===== config.mk =====
export PLATFORM = sky130hd
export DESIGN_NAME = mem_access_ctrl_flat
export DESIGN_NICKNAME = d
export VERILOG_FILES = /design/src/rtl/mem_access_pkg.sv /design/src/rtl/mem_access_ctrl_if.sv /design/src/rtl/mem_access_ctrl_strobe_timer.sv /design/src/rtl/mem_access_ctrl.sv /design/src/flat_wrapper.sv
export SDC_FILE = /design/constraint.sdc
export NUM_CORES = 1
export LEC_CHECK = 0
export CAP_MARGIN = 20
export CORE_MARGIN = 4
export CORE_UTILIZATION = 44
export DETAILED_ROUTE_END_ITERATION = 12
export PLACE_DENSITY = 0.85
export SETUP_SLACK_MARGIN = 0.3
export SKIP_LAST_GASP = 1
export SLEW_MARGIN = 25
export SYNTH_ARGS = -nofsm -noshare
export SYNTH_HDL_FRONTEND = slang
export SYNTH_SLANG_ARGS = --single-unit

===== constraint.sdc =====
create_clock -name clock -period 5.3 [get_ports clock]
set_input_delay 1.06 -clock clock [delete_from_list [all_inputs] [get_ports clock]]
set_output_delay 1.06 -clock clock [all_outputs]
set_load 0.02 [all_outputs]

===== src/rtl/mem_access_pkg.sv =====
// mem_access_pkg: shared state encoding, op encoding and address-range
// constants for the memory access controller.
package mem_access_pkg;

  // State encoding, 3 bits
  localparam logic [2:0] ST_IDLE   = 3'd0;
  localparam logic [2:0] ST_SETUP  = 3'd1;
  localparam logic [2:0] ST_STROBE = 3'd2;
  localparam logic [2:0] ST_HOLD   = 3'd3;
  localparam logic [2:0] ST_RESP   = 3'd4;

  typedef enum logic [2:0] {
    IDLE   = ST_IDLE,
    SETUP  = ST_SETUP,
    STROBE = ST_STROBE,
    HOLD   = ST_HOLD,
    RESP   = ST_RESP
  } state_t;

  // Memory decodes addr[ADDR_MSB_LIMIT-1:0]; anything above is out of range
  localparam int ADDR_MSB_LIMIT = 12;

  // Op encoding (req_write value)
  localparam logic OP_READ  = 1'b0;
  localparam logic OP_WRITE = 1'b1;

  // True when the word address has bits set above the memory window
  function automatic logic addr_out_of_range(input logic [31:0] addr);
    return addr[31:ADDR_MSB_LIMIT] != '0;
  endfunction

endpackage


===== src/rtl/mem_access_ctrl_if.sv =====
// mem_access_ctrl_if: request/response handshake plus the level-sensitive
// memory bus. slave = controller side, master = datapath/memory side.
interface mem_access_ctrl_if;
  logic        req_valid;
  logic        req_ready;
  logic        req_write;
  logic [31:0] req_addr;
  logic [31:0] req_wdata;
  logic        resp_valid;
  logic        resp_ready;
  logic [31:0] resp_rdata;
  logic        resp_err;
  logic        mem_ren;
  logic        mem_wen;
  logic [31:0] mem_addr;
  logic [31:0] mem_din;
  logic [31:0] mem_dout;

  modport slave (
    input  req_valid, req_write, req_addr, req_wdata, resp_ready, mem_dout,
    output req_ready, resp_valid, resp_rdata, resp_err,
    output mem_ren, mem_wen, mem_addr, mem_din
  );

  modport master (
    output req_valid, req_write, req_addr, req_wdata, resp_ready, mem_dout,
    input  req_ready, resp_valid, resp_rdata, resp_err,
    input  mem_ren, mem_wen, mem_addr, mem_din
  );
endinterface


===== src/rtl/mem_access_ctrl_strobe_timer.sv =====
// strobe_timer: 4-bit loadable down-counter that sets the strobe dwell.
// load has priority over en; done is high while the count is zero.
module strobe_timer (
  input  logic       clock,
  input  logic       reset,
  input  logic       load,
  input  logic [3:0] load_value,
  input  logic       en,
  output logic       done
);
  logic [3:0] count_reg;

  // Count down from the loaded value, saturating at zero
  always_ff @(posedge clock) begin
    if (!reset) begin
      count_reg <= 4'd0;
    end else if (load) begin
      count_reg <= load_value;
    end else if (en && (count_reg != 4'd0)) begin
      count_reg <= count_reg - 4'd1;
    end
  end

  assign done = (count_reg == 4'd0);
endmodule


===== src/rtl/mem_access_ctrl.sv =====
// mem_access_ctrl: single-outstanding initiator for a level-sensitive
// single-port memory. Sequences SETUP -> STROBE -> HOLD so addr/din are
// stable around every strobe, then returns a completion.
// Optional feature macro: MEM_ACCESS_RANGE_CHECK_EN (reject addr[31:12]!=0).
module mem_access_ctrl
  import mem_access_pkg::*;
#(
  parameter int STROBE_CYCLES = 1   // legal range 1..15
) (
  input  logic              clock,
  input  logic              reset,
  mem_access_ctrl_if.slave  bus
);

`ifdef MEM_ACCESS_RANGE_CHECK_EN
  localparam bit RANGE_CHECK_EN = 1'b1;
`else
  localparam bit RANGE_CHECK_EN = 1'b0;
`endif

  localparam logic [3:0] STROBE_LOAD = 4'(STROBE_CYCLES - 1);

  state_t      state_reg;
  logic        op_reg;
  logic        mem_ren_reg;
  logic        mem_wen_reg;
  logic [31:0] mem_addr_reg;
  logic [31:0] mem_din_reg;
  logic        resp_valid_reg;
  logic [31:0] resp_rdata_reg;
  logic        resp_err_reg;
  logic        timer_done;

  // Dwell counter is loaded in SETUP and runs during STROBE
  strobe_timer u_strobe_timer (
    .clock      (clock),
    .reset      (reset),
    .load       (state_reg == SETUP),
    .load_value (STROBE_LOAD),
    .en         (state_reg == STROBE),
    .done       (timer_done)
  );

  // Access sequencer with registered strobes, bus and response outputs
  always_ff @(posedge clock) begin
    if (!reset) begin
      state_reg      <= IDLE;
      op_reg         <= OP_READ;
      mem_ren_reg    <= 1'b0;
      mem_wen_reg    <= 1'b0;
      mem_addr_reg   <= '0;
      mem_din_reg    <= '0;
      resp_valid_reg <= 1'b0;
      resp_rdata_reg <= '0;
      resp_err_reg   <= 1'b0;
    end else begin
      case (state_reg)
        IDLE: begin
          if (bus.req_valid) begin
            resp_rdata_reg <= '0;
            resp_err_reg   <= 1'b0;
            if (RANGE_CHECK_EN && addr_out_of_range(bus.req_addr)) begin
              // Rejected: memory bus is left untouched
              resp_err_reg   <= 1'b1;
              resp_valid_reg <= 1'b1;
              state_reg      <= RESP;
            end else begin
              mem_addr_reg <= bus.req_addr;
              mem_din_reg  <= bus.req_wdata;
              op_reg       <= bus.req_write;
              state_reg    <= SETUP;
            end
          end
        end
        SETUP: begin
          mem_ren_reg <= (op_reg == OP_READ);
          mem_wen_reg <= (op_reg == OP_WRITE);
          state_reg   <= STROBE;
        end
        STROBE: begin
          if (timer_done) begin
            // Read data is sampled while ren is still high
            mem_ren_reg <= 1'b0;
            mem_wen_reg <= 1'b0;
            if (op_reg == OP_READ) begin
              resp_rdata_reg <= bus.mem_dout;
            end
            state_reg <= HOLD;
          end
        end
        HOLD: begin
          resp_valid_reg <= 1'b1;
          state_reg      <= RESP;
        end
        RESP: begin
          if (bus.resp_ready) begin
            resp_valid_reg <= 1'b0;
            state_reg      <= IDLE;
          end
        end
        default: begin
          state_reg <= IDLE;
        end
      endcase
    end
  end

  assign bus.req_ready  = reset && (state_reg == IDLE);
  assign bus.mem_ren    = mem_ren_reg;
  assign bus.mem_wen    = mem_wen_reg;
  assign bus.mem_addr   = mem_addr_reg;
  assign bus.mem_din    = mem_din_reg;
  assign bus.resp_valid = resp_valid_reg;
  assign bus.resp_rdata = resp_rdata_reg;
  assign bus.resp_err   = resp_err_reg;

endmodule


===== src/flat_wrapper.sv =====
// flat-port wrapper written by rule: the top's interface ports become plain ports
module mem_access_ctrl_flat import mem_access_pkg::*;
#(
  parameter int STROBE_CYCLES = 1                       
)
  (clock, reset, bus_req_valid, bus_req_write, bus_req_addr, bus_req_wdata, bus_resp_ready, bus_mem_dout, bus_req_ready, bus_resp_valid, bus_resp_rdata, bus_resp_err, bus_mem_ren, bus_mem_wen, bus_mem_addr, bus_mem_din);
  mem_access_ctrl_if bus_i ();
  input  logic clock;
  input  logic reset;
  input wire logic [$bits(bus_i.req_valid)-1:0] bus_req_valid;
  input wire logic [$bits(bus_i.req_write)-1:0] bus_req_write;
  input wire logic [$bits(bus_i.req_addr)-1:0] bus_req_addr;
  input wire logic [$bits(bus_i.req_wdata)-1:0] bus_req_wdata;
  input wire logic [$bits(bus_i.resp_ready)-1:0] bus_resp_ready;
  input wire logic [$bits(bus_i.mem_dout)-1:0] bus_mem_dout;
  output wire logic [$bits(bus_i.req_ready)-1:0] bus_req_ready;
  output wire logic [$bits(bus_i.resp_valid)-1:0] bus_resp_valid;
  output wire logic [$bits(bus_i.resp_rdata)-1:0] bus_resp_rdata;
  output wire logic [$bits(bus_i.resp_err)-1:0] bus_resp_err;
  output wire logic [$bits(bus_i.mem_ren)-1:0] bus_mem_ren;
  output wire logic [$bits(bus_i.mem_wen)-1:0] bus_mem_wen;
  output wire logic [$bits(bus_i.mem_addr)-1:0] bus_mem_addr;
  output wire logic [$bits(bus_i.mem_din)-1:0] bus_mem_din;
  assign bus_i.req_valid = bus_req_valid;
  assign bus_i.req_write = bus_req_write;
  assign bus_i.req_addr = bus_req_addr;
  assign bus_i.req_wdata = bus_req_wdata;
  assign bus_i.resp_ready = bus_resp_ready;
  assign bus_i.mem_dout = bus_mem_dout;
  assign bus_req_ready = bus_i.req_ready;
  assign bus_resp_valid = bus_i.resp_valid;
  assign bus_resp_rdata = bus_i.resp_rdata;
  assign bus_resp_err = bus_i.resp_err;
  assign bus_mem_ren = bus_i.mem_ren;
  assign bus_mem_wen = bus_i.mem_wen;
  assign bus_mem_addr = bus_i.mem_addr;
  assign bus_mem_din = bus_i.mem_din;
  mem_access_ctrl #(.STROBE_CYCLES(STROBE_CYCLES)) u_core (.clock(clock), .reset(reset), .bus(bus_i));
endmodule

==> results.yml, run 1 <==
logic_synthesis:
  synth_xor_area_frac: 0
  async_reset_ff_frac: 0
  syn_area_per_cell_sq_um: 8.636
  muxShareOfSynthArea: 0.07790
  synth_top_flop_cell: "dfxtp_1"
  synth_compound_area_frac: 0.1410
  synth_top_family_by_area: "simple AND/OR/NAND/NOR gates"
  ys_types: 30
  synth_nets: 593
  synth_fa_ha_area_frac: 0.002951
  synthSimpleGateAreaFrac: 0.2219
  yosysWarningCount: 0
  syn_area_sq_um: 4240
  synth_edf_count: 0
  synth_seq_cells: 107
  seq_area_frac_synth: 0.5052
  synth_cells: 491
routing:
  ant_nets: 0
  routed_wl_um: 11690
  drc_errors: 0
  routedWlPerCell_um: 14.66
  drt_iter0_drc: 121
  via_per_inst: 4.888
  routed-via-count: 3896
  firstDrtPassIters: 4
worst_setup_path:
  critPathMaxFanout: 3
  startpoint_type: "input port"
  cp_cell_sequence: "buf_2 > nand2_1 > nor3_1 > clkdlybuf4s50_1"
  worstSetupPathType: "in -> out"
  arrival_ps: 2100
  end_kind: "output pin"
  r2r_cells: 3
  slowest_delay_ps: 670
  crit_required_ps: 4240
  cp_slowest_cell: "clkdlybuf4s50_1"
pwr:
  p_switching_mw: 0.4713
  power_density_nw_per_um2: 260.5
  leakagePower_nw: 2.439
  seqPwrFrac: 0.518
  p_int_mw: 1.204
  combPwrFrac: 0.203
  vdd_drop_max_uv: 159.0
  p_sw_frac: 0.2813
  clkPwrFrac: 0.279
die:
  pin_count: 202
  core_area_sq_um: 9328
  start_util: 0.4546
  dieArea_sq_um: 11270
  fp.dieW_um: 106.2
  die_h_um: 106.2
  std_cell_rows: 35
clock_tree:
  cts_setup_buffers: 0
  postCtsHoldBufs: 0
  cts_buffers: 9
  insertion_delay_ps: 350
  cts-root-buf: "clkbuf_8"
  clockBufferDepth: 2
  cts.clk_slew.worst_paths_ps: 100
  cts_tree: "yes"
  cts_max_level: 3
  cts_resized: 0
  clock-sinks: 107
placed_design:
  place_hpwl_um: 8253
  place.port_buffers: 200
  gp_congestion: 0.7658
  post-place-ws_ps: 2143
outcome:
  status: "finished clean"
layout:
  post-route-util: 0.6896
  diodes: 0
  syn_to_final_growth_pct: 51.70
  nets: 765
  layout-drive-gt1-share: 0.03593
timing:
  rsz0062_at_grt: "false"
  tns_ps: 0
  setup_slack_ps: 2139
  min_period_ps: 3161
  setup_viol: 0
  final_hold_viol_count: 0
  finalClockSkew_ps: 12.87
  post-route-period-util: 0.5964
  whs_ps: 469.2
  tightest_slew_ps: 1014
  max_freq_ghz: 0.3164
  relSlewSlack: 0.3242
  maxSlewViolCount: 0
grt:
  grt_usage: 0.1974
  grt.overflow.total: 0
  grt_max_degree: 104
  grt_pass1_wl_um: 18270
  antenna_found_initial: 0
  grt_pass1_vias: 3869
hold_path:
  whs_path_depth: 2
  min_path_type: "reg -> reg"
run:
  drv_cap: 0
cells by family after synthesis:
logic type                 after synthesis
adders and majority gates                1
buffers and inverters                   46
muxes                                   33
DFF                                    107
other                                    1
and+or+nand+nor                        219
AOI/OAI and AO/OA                       84
routing by layer:
layer | global-route usage | wire length [um] | share of wire
met1 | 0.2306 | 4946 | 0.42
met3 | 0.06375 | 1026 | 0.088
met5 | 0 | 0 | 0
met4 | 0.06753 | 208 | 0.018
met2 | 0.3398 | 5504 | 0.47
critical path, delay by kind of cell:
kind,cells,cell delay [ps]
buffers and inverters,2,760
and+or+nand+nor,2,280
cells in the final DEF (no fill, tap or decap), types with 2 or more instances in the layout:
| master | synthesis | routed |
|---|---|---|
| o211ai_1 | 2 | 2 |
| dfxtp_1 | 107 | 107 |
| nand2_1 | 165 | 165 |
| clkdlybuf4s50_1 | 0 | 199 |
| nand3_1 | 32 | 32 |
| nor3_1 | 2 | 2 |
| nor3b_1 | 2 | 2 |
| a21boi_0 | 67 | 67 |
| clkbuf_8 | 0 | 10 |
| nand2b_1 | 3 | 3 |
| o21ai_0 | 5 | 5 |
| buf_4 | 1 | 3 |
| or3b_1 | 2 | 2 |
| mux2i_1 | 33 | 33 |
| inv_1 | 4 | 4 |
| inv_6 | 0 | 3 |
| a21oi_1 | 8 | 8 |
| clkinv_2 | 0 | 2 |
| or3_1 | 5 | 4 |
power groups by stage:
stage	Sequential [mW]	Clock (mW)	Combinational [mW]
3_5_place_dp	0.887	0	0.342
6_report	0.868	0.467	0.340
4_1_cts	0.869	0.484	0.344
3_3_place_gp	0.884	0	0.336
2_1_floorplan	0.927	0	0.125
5_1_grt	0.874	0.516	0.366
through the flow:
stage	area [sq um]	total power [mW]	std cells
3_3_place_gp	6250	1.220	781
2_1_floorplan	4240	1.053	491
5_1_grt	6432	1.756	797
3_5_place_dp	6250	1.229	781
6_report	6432	1.676	797
4_1_cts	6432	1.696	797
area by class of cell:
class | instances | area, sq um
sequential | 107 | 2142
inverter | 4 | 15.01
fill | 740 | 2895
timing repair buffer | 203 | 2019
tap | 129 | 161.4
clock buffer | 10 | 137.6
multi-input combinational | 338 | 1912
clock inverter | 6 | 45.04
synth_stat cells, types with 3 or more instances:
cell type	n	area share
mux2i_1	33	0.078
a21boi_0	67	0.12
dfxtp_1	107	0.51
inv_1	4	0.0035
o21ai_0	5	0.0059
a21oi_1	8	0.0094
or3_1	5	0.0074
buf_6	3	0.0080
nand2_1	165	0.15
buf_2	10	0.012
clkbuf_1	23	0.020
buf_1	4	0.0035
nand3_1	32	0.038
nand2b_1	3	0.0044
path summary, 6_finish.rpt:
check	startpoint	to	slack, ps
hold / removal	u_core.bus.mem_din[19]$_SDFFE_PN0P_	u_core.bus.mem_din[19]$_SDFFE_PN0P_	470
setup / recovery	reset	bus_req_ready	2140
hold reg to reg	u_core.bus.mem_din[19]$_SDFFE_PN0P_	u_core.bus.mem_din[19]$_SDFFE_PN0P_	470
setup reg to reg	u_core.state_reg[1]$_SDFFE_PN0P_	u_core.bus.resp_rdata[13]$_SDFFE_PN0P_	2880
Note: power is estimated with default switching activity, not from simulation.
==> run 2: changes to the inputs <==
- CORE_UTILIZATION: 44 -> 37
- PLACE_DENSITY: 0.85 -> 0.77
- clock period: 5.3 -> 2.9 ns (I/O delays scaled with it)
==> results.yml, run 2 (same netlist as run 1, synthesis figures left out) <==
clock_tree:
  clock-sinks: 107
  cts_buffers: 9
  cts.clk_slew.worst_paths_ps: 70
  cts-root-buf: "clkbuf_16"
  clockBufferDepth: 2
  cts_max_level: 3
  cts_setup_buffers: 0
  cts_tree: "yes"
  insertion_delay_ps: 330
die:
  die_h_um: 115.1
  start_util: 0.3844
  dieArea_sq_um: 13240
  pin_count: 202
  std_cell_rows: 38
  core_area_sq_um: 11030
  fp.dieW_um: 115.1
worst_setup_path:
  critPathMaxFanout: 12
  endpoint: "bus_req_ready"
  crit_required_ps: 2320
  r2r_setup_slack_ps: 610
  end_kind: "output pin"
  startpoint_type: "register"
  startpoint: "u_core.state_reg[2]$_SDFFE_PN0P_"
  arrival_ps: 1840
  worstReg2RegEnd: "u_core.bus.resp_rdata[14]$_SDFFE_PN0P_"
  worstSetupPathType: "reg -> out"
  r2r_cells: 5
  r2r-start: "u_core.u_strobe_timer.count_reg[0]$_SDFFE_PP0P_"
placed_design:
  place_hpwl_um: 8524
  gp_congestion: 0.7405
  placed_area_sq_um: 6306
  place.port_buffers: 200
  place_inst: 796
  post-place-ws_ps: 371.7
routing:
  via_per_inst: 4.851
  ant_nets: 0
  drt_iter0_drc: 257
  routed-via-count: 3934
  routed_wl_um: 11830
  drc_errors: 0
  firstDrtPassIters: 4
  routedWlPerCell_um: 14.58
layout:
  most-common-layout-cells: "clkdlybuf4s50_1 (199), nand2_1 (165), dfxtp_1 (106), a21boi_0 (67), mux2i_1 (33)"
  fin_area_sq_um: 6584
  post-route-util: 0.5969
  fin_cells: 811
  layout_commonest_cell: "clkdlybuf4s50_1"
  nets: 769
  layout-drive-gt1-share: 0.03726
  diodes: 0
  syn_to_final_growth_pct: 55.27
timing:
  setup_slack_ps: 480.5
  post-route-period-util: 0.8343
  final_hold_viol_count: 0
  max_freq_ghz: 0.4133
  min_period_ps: 2420
  tns_ps: 0
  relSlewSlack: 0.3551
  tightest_slew_ps: 967.4
  setup_viol: 0
  maxSlewViolCount: 0
  rsz0062_at_grt: "false"
  finalClockSkew_ps: 3.747
hold_path:
  min_path_type: "reg -> reg"
grt:
  grt_pass1_wl_um: 18850
  grt_pass1_vias: 3930
  grt_usage: 0.1754
  grt.overflow.total: 0
  antenna_found_initial: 0
  grt_max_degree: 104
run:
  drv_cap: 0
pwr:
  leakagePower_nw: 2.503
  vdd_drop_max_uv: 279.2
  power_density_nw_per_um2: 513.9
outcome:
  status: "finished clean"
run 2: changes by cell type in the layout (fill, tap and decap cells not counted):
| cell | delta |
|---|---|
| bufinv_16 | +1 |
| inv_6 | -3 |
| clkinv_4 | -1 |
| dfxtp_1 | -1 |
| clkbuf_16 | +9 |
| clkbuf_8 | -10 |
| buf_4 | +3 |
| dfxtp_2 | +1 |
| clkbuf_1 | +3 |
| buf_12 | +1 |
run 2: layout make-up:
| class | count | area (sq um) |
|---|---|---|
| Fill cell | 962 | 4447 |
| Sequential cell | 107 | 2143 |
| Timing Repair Buffer | 207 | 2062 |
| Multi-Input combinational cell | 338 | 1912 |
| Clock buffer | 12 | 236.5 |
| Tap cell | 140 | 175.2 |
| Clock inverter | 3 | 40.04 |
| Inverter | 4 | 15.01 |
run 2: repair_timing:
item / CTS / global route
endpoints found under the setup margin: 0 / 1
hold buffers: 0 / 0
resized for setup: 0 / 1
run 2: critical path: stages, from the launching register on:
cell	delay [ps]
dfxtp_2	390
inv_1	140
nand2_1	160
nor3_1	170
clkdlybuf4s50_1	640
run 2: stage by stage:
stage / hold WS (ps) / total power, mW
2_1_floorplan: 461.0 / 1.924
3_3_place_gp: 451.3 / 2.247
3_5_place_dp: 458.8 / 2.261
4_1_cts: 468.4 / 3.433
5_1_grt: 489.2 / 3.547
6_report: 464.2 / 3.384
run 2: worst min-delay path by stage:
stage,start,endpoint,slack [ps],cells past startpoint
6_report,u_core.bus.mem_addr[7]$_SDFFE_PN0P_,u_core.bus.mem_addr[7]$_SDFFE_PN0P_,460,2
5_1_grt,u_core.bus.mem_din[15]$_SDFFE_PN0P_,u_core.bus.mem_din[15]$_SDFFE_PN0P_,490,2
4_1_cts,u_core.bus.mem_addr[25]$_SDFFE_PN0P_,u_core.bus.mem_addr[25]$_SDFFE_PN0P_,470,2
3_5_place_dp,u_core.bus.mem_addr[25]$_SDFFE_PN0P_,u_core.bus.mem_addr[25]$_SDFFE_PN0P_,460,2
3_3_place_gp,u_core.bus.mem_addr[12]$_SDFFE_PN0P_,u_core.bus.mem_addr[12]$_SDFFE_PN0P_,450,2
2_1_floorplan,u_core.op_reg$_SDFFE_PN0P_,u_core.op_reg$_SDFFE_PN0P_,460,2
run 2: power breakdown:
part           internal, mW  switching [mW]
sequential             1.54          0.0420
combinational         0.325           0.313
clock                 0.663           0.498
total                  2.53           0.853
run 2: per-layer routing:
metal	global-route usage	routed length, um	vias up
met5	0	0	-
met4	0.05008	106	0
met3	0.07789	1205	10
met2	0.2909	5630	140
met1	0.2058	4884	1816
li1	-	-	1968
==> run 3: changes to the inputs <==
- CORE_UTILIZATION: 37 -> 41
- PLACE_DENSITY: 0.77 -> 0.8
- clock period: 2.9 -> 2.4 ns (I/O delays scaled with it)
==> results.yml, run 3 (same netlist as run 1, synthesis figures left out) <==
clock_tree:
  cts_buffers: 9
  postCtsHoldBufs: 0
  clock-sinks: 107
  cts_tree: "yes"
  cts-root-buf: "clkbuf_8"
  cts_max_level: 3
  cts.clk_slew.worst_paths_ps: 100
  clockBufferDepth: 2
  insertion_delay_ps: 360
worst_setup_path:
  critPathMaxFanout: 32
  crit_required_ps: 2630
  crit_buf_inv: 2
  end_kind: "register"
  cp_slowest_cell: "or3_2"
  cp_cell_sequence: "inv_1 > ha_1 > or3b_1 > or3_2 > buf_8 > mux2i_1"
  critPathTopFamily: "simple AND/OR/NAND/NOR gates"
  worstSetupPathType: "reg -> reg"
  slowest_delay_ps: 480
  arrival_ps: 2220
  startpoint_type: "register"
timing:
  relSlewSlack: 0.3862
  min_period_ps: 1988
  post-route-period-util: 0.8282
  rsz0062_at_grt: "false"
  setup_viol: 0
  finalClockSkew_ps: 9.146
  tns_ps: 0
  max_freq_ghz: 0.5031
  maxSlewViolCount: 0
  final_hold_viol_count: 0
  tightest_slew_ps: 920.6
die:
  start_util: 0.4279
  std_cell_rows: 36
  pin_count: 202
  fp.dieW_um: 109.7
  die_h_um: 109.7
  dieArea_sq_um: 12030
  core_area_sq_um: 9910
placed_design:
  place.port_buffers: 200
  place_hpwl_um: 8587
  place_inst: 790
  gp_congestion: 0.7272
layout:
  syn_to_final_growth_pct: 53.35
  layout_commonest_cell: "clkdlybuf4s50_1"
  diodes: 0
  layout-drive-gt1-share: 0.04315
  most-common-layout-cells: "clkdlybuf4s50_1 (198), nand2_1 (165), dfxtp_1 (106), a21boi_0 (67), mux2i_1 (33)"
  nets: 770
  post-route-util: 0.6562
  fin_cells: 805
run:
  drv_cap: 0
routing:
  via_per_inst: 4.961
  routed-via-count: 3994
  firstDrtPassIters: 4
  drc_errors: 0
  routed_wl_um: 11990
  routedWlPerCell_um: 14.90
  drt_iter0_drc: 204
  ant_nets: 0
pwr:
  power_density_nw_per_um2: 571.1
  leakagePower_nw: 2.472
  vdd_drop_max_uv: 376.1
  power_mw: 3.713
grt:
  grt_pass1_vias: 4040
  grt_usage: 0.2011
  grt_max_degree: 103
  grt_pass1_wl_um: 19210
  antenna_found_initial: 1
  grt.overflow.total: 0
hold_path:
  min_path_type: "in -> reg"
outcome:
  status: "finished clean"
-- run 3: cell count changes in the layout (fill, tap and decap cells not counted) --
| cell | previous run | this run |
|---|---|---|
| dlygate4sd2_1 | 0 | 1 |
| clkinv_4 | 0 | 1 |
| clkdlybuf4s50_1 | 199 | 198 |
| clkbuf_16 | 9 | 0 |
| bufinv_16 | 1 | 0 |
| buf_4 | 6 | 5 |
| buf_8 | 0 | 1 |
| clkinvlp_4 | 0 | 1 |
| clkbuf_1 | 3 | 0 |
| clkbuf_8 | 0 | 11 |
| buf_12 | 1 | 2 |
-- run 3: layer usage --
layer / global-route usage / part of all wire / vias up
li1: - / - / 1972
met1: 0.2285 / 0.41 / 1856
met2: 0.3444 / 0.47 / 148
met3: 0.08456 / 0.11 / 16
met4: 0.05877 / 0.013 / 2
met5: 0 / 0.00058 / -
-- run 3: area by class of cell --
type                       count  area, sq um
fill                         806         3407
sequential                   107         2143
timing repair buffer         208         2088
multi-input combinational    338         1912
tap                          133        166.4
clock buffer                  11        151.4
clock inverter                 4        26.28
inverter                       4        15.01
-- run 3: worst paths after layout --
kind,from,endpoint,slack (ps),cells past startpoint
worst min-delay path,reset,u_core.state_reg[1]$_SDFFE_PN0P_,460,3
worst max register to register,u_core.u_strobe_timer.count_reg[0]$_SDFFE_PP0P_,u_core.bus.resp_rdata[15]$_SDFFE_PN0P_,410,6
worst min register to register,u_core.bus.mem_din[9]$_SDFFE_PN0P_,u_core.bus.mem_din[9]$_SDFFE_PN0P_,470,2
worst max-delay path,u_core.u_strobe_timer.count_reg[0]$_SDFFE_PP0P_,u_core.bus.resp_rdata[15]$_SDFFE_PN0P_,410,6
-- run 3: worst reg2reg max path: cells and delay by family (launching register included) --
family	cells	cell delay, ps
and+or+nand+nor	2	880
DFF	1	340
buffers and inverters	2	290
adders and majority gates	1	200
muxes	1	160
-- run 3: power breakdown --
| part | switching [mW] | internal [mW] |
|---|---|---|
| sequential | 0.0536 | 1.86 |
| clock | 0.590 | 0.428 |
| combinational | 0.381 | 0.398 |
-- run 3: stage by stage --
stage	setup slack [ps]	area, sq um	hold slack, ps
floorplan	609.7	4240	461.0
global placement	294.8	6317	450.7
detailed placement	247.8	6317	458.3
CTS	309.9	6495	445.9
global route	315.7	6502	443.0
finish	412.2	6502	462.0
-- run 3: repair_timing --
item / 4_1_cts / 5_1_grt
setup buffers: 0 / 0
pin swaps: 0 / 0
resized for setup: 2 / 3
setup endpoints to repair: 1 / 32
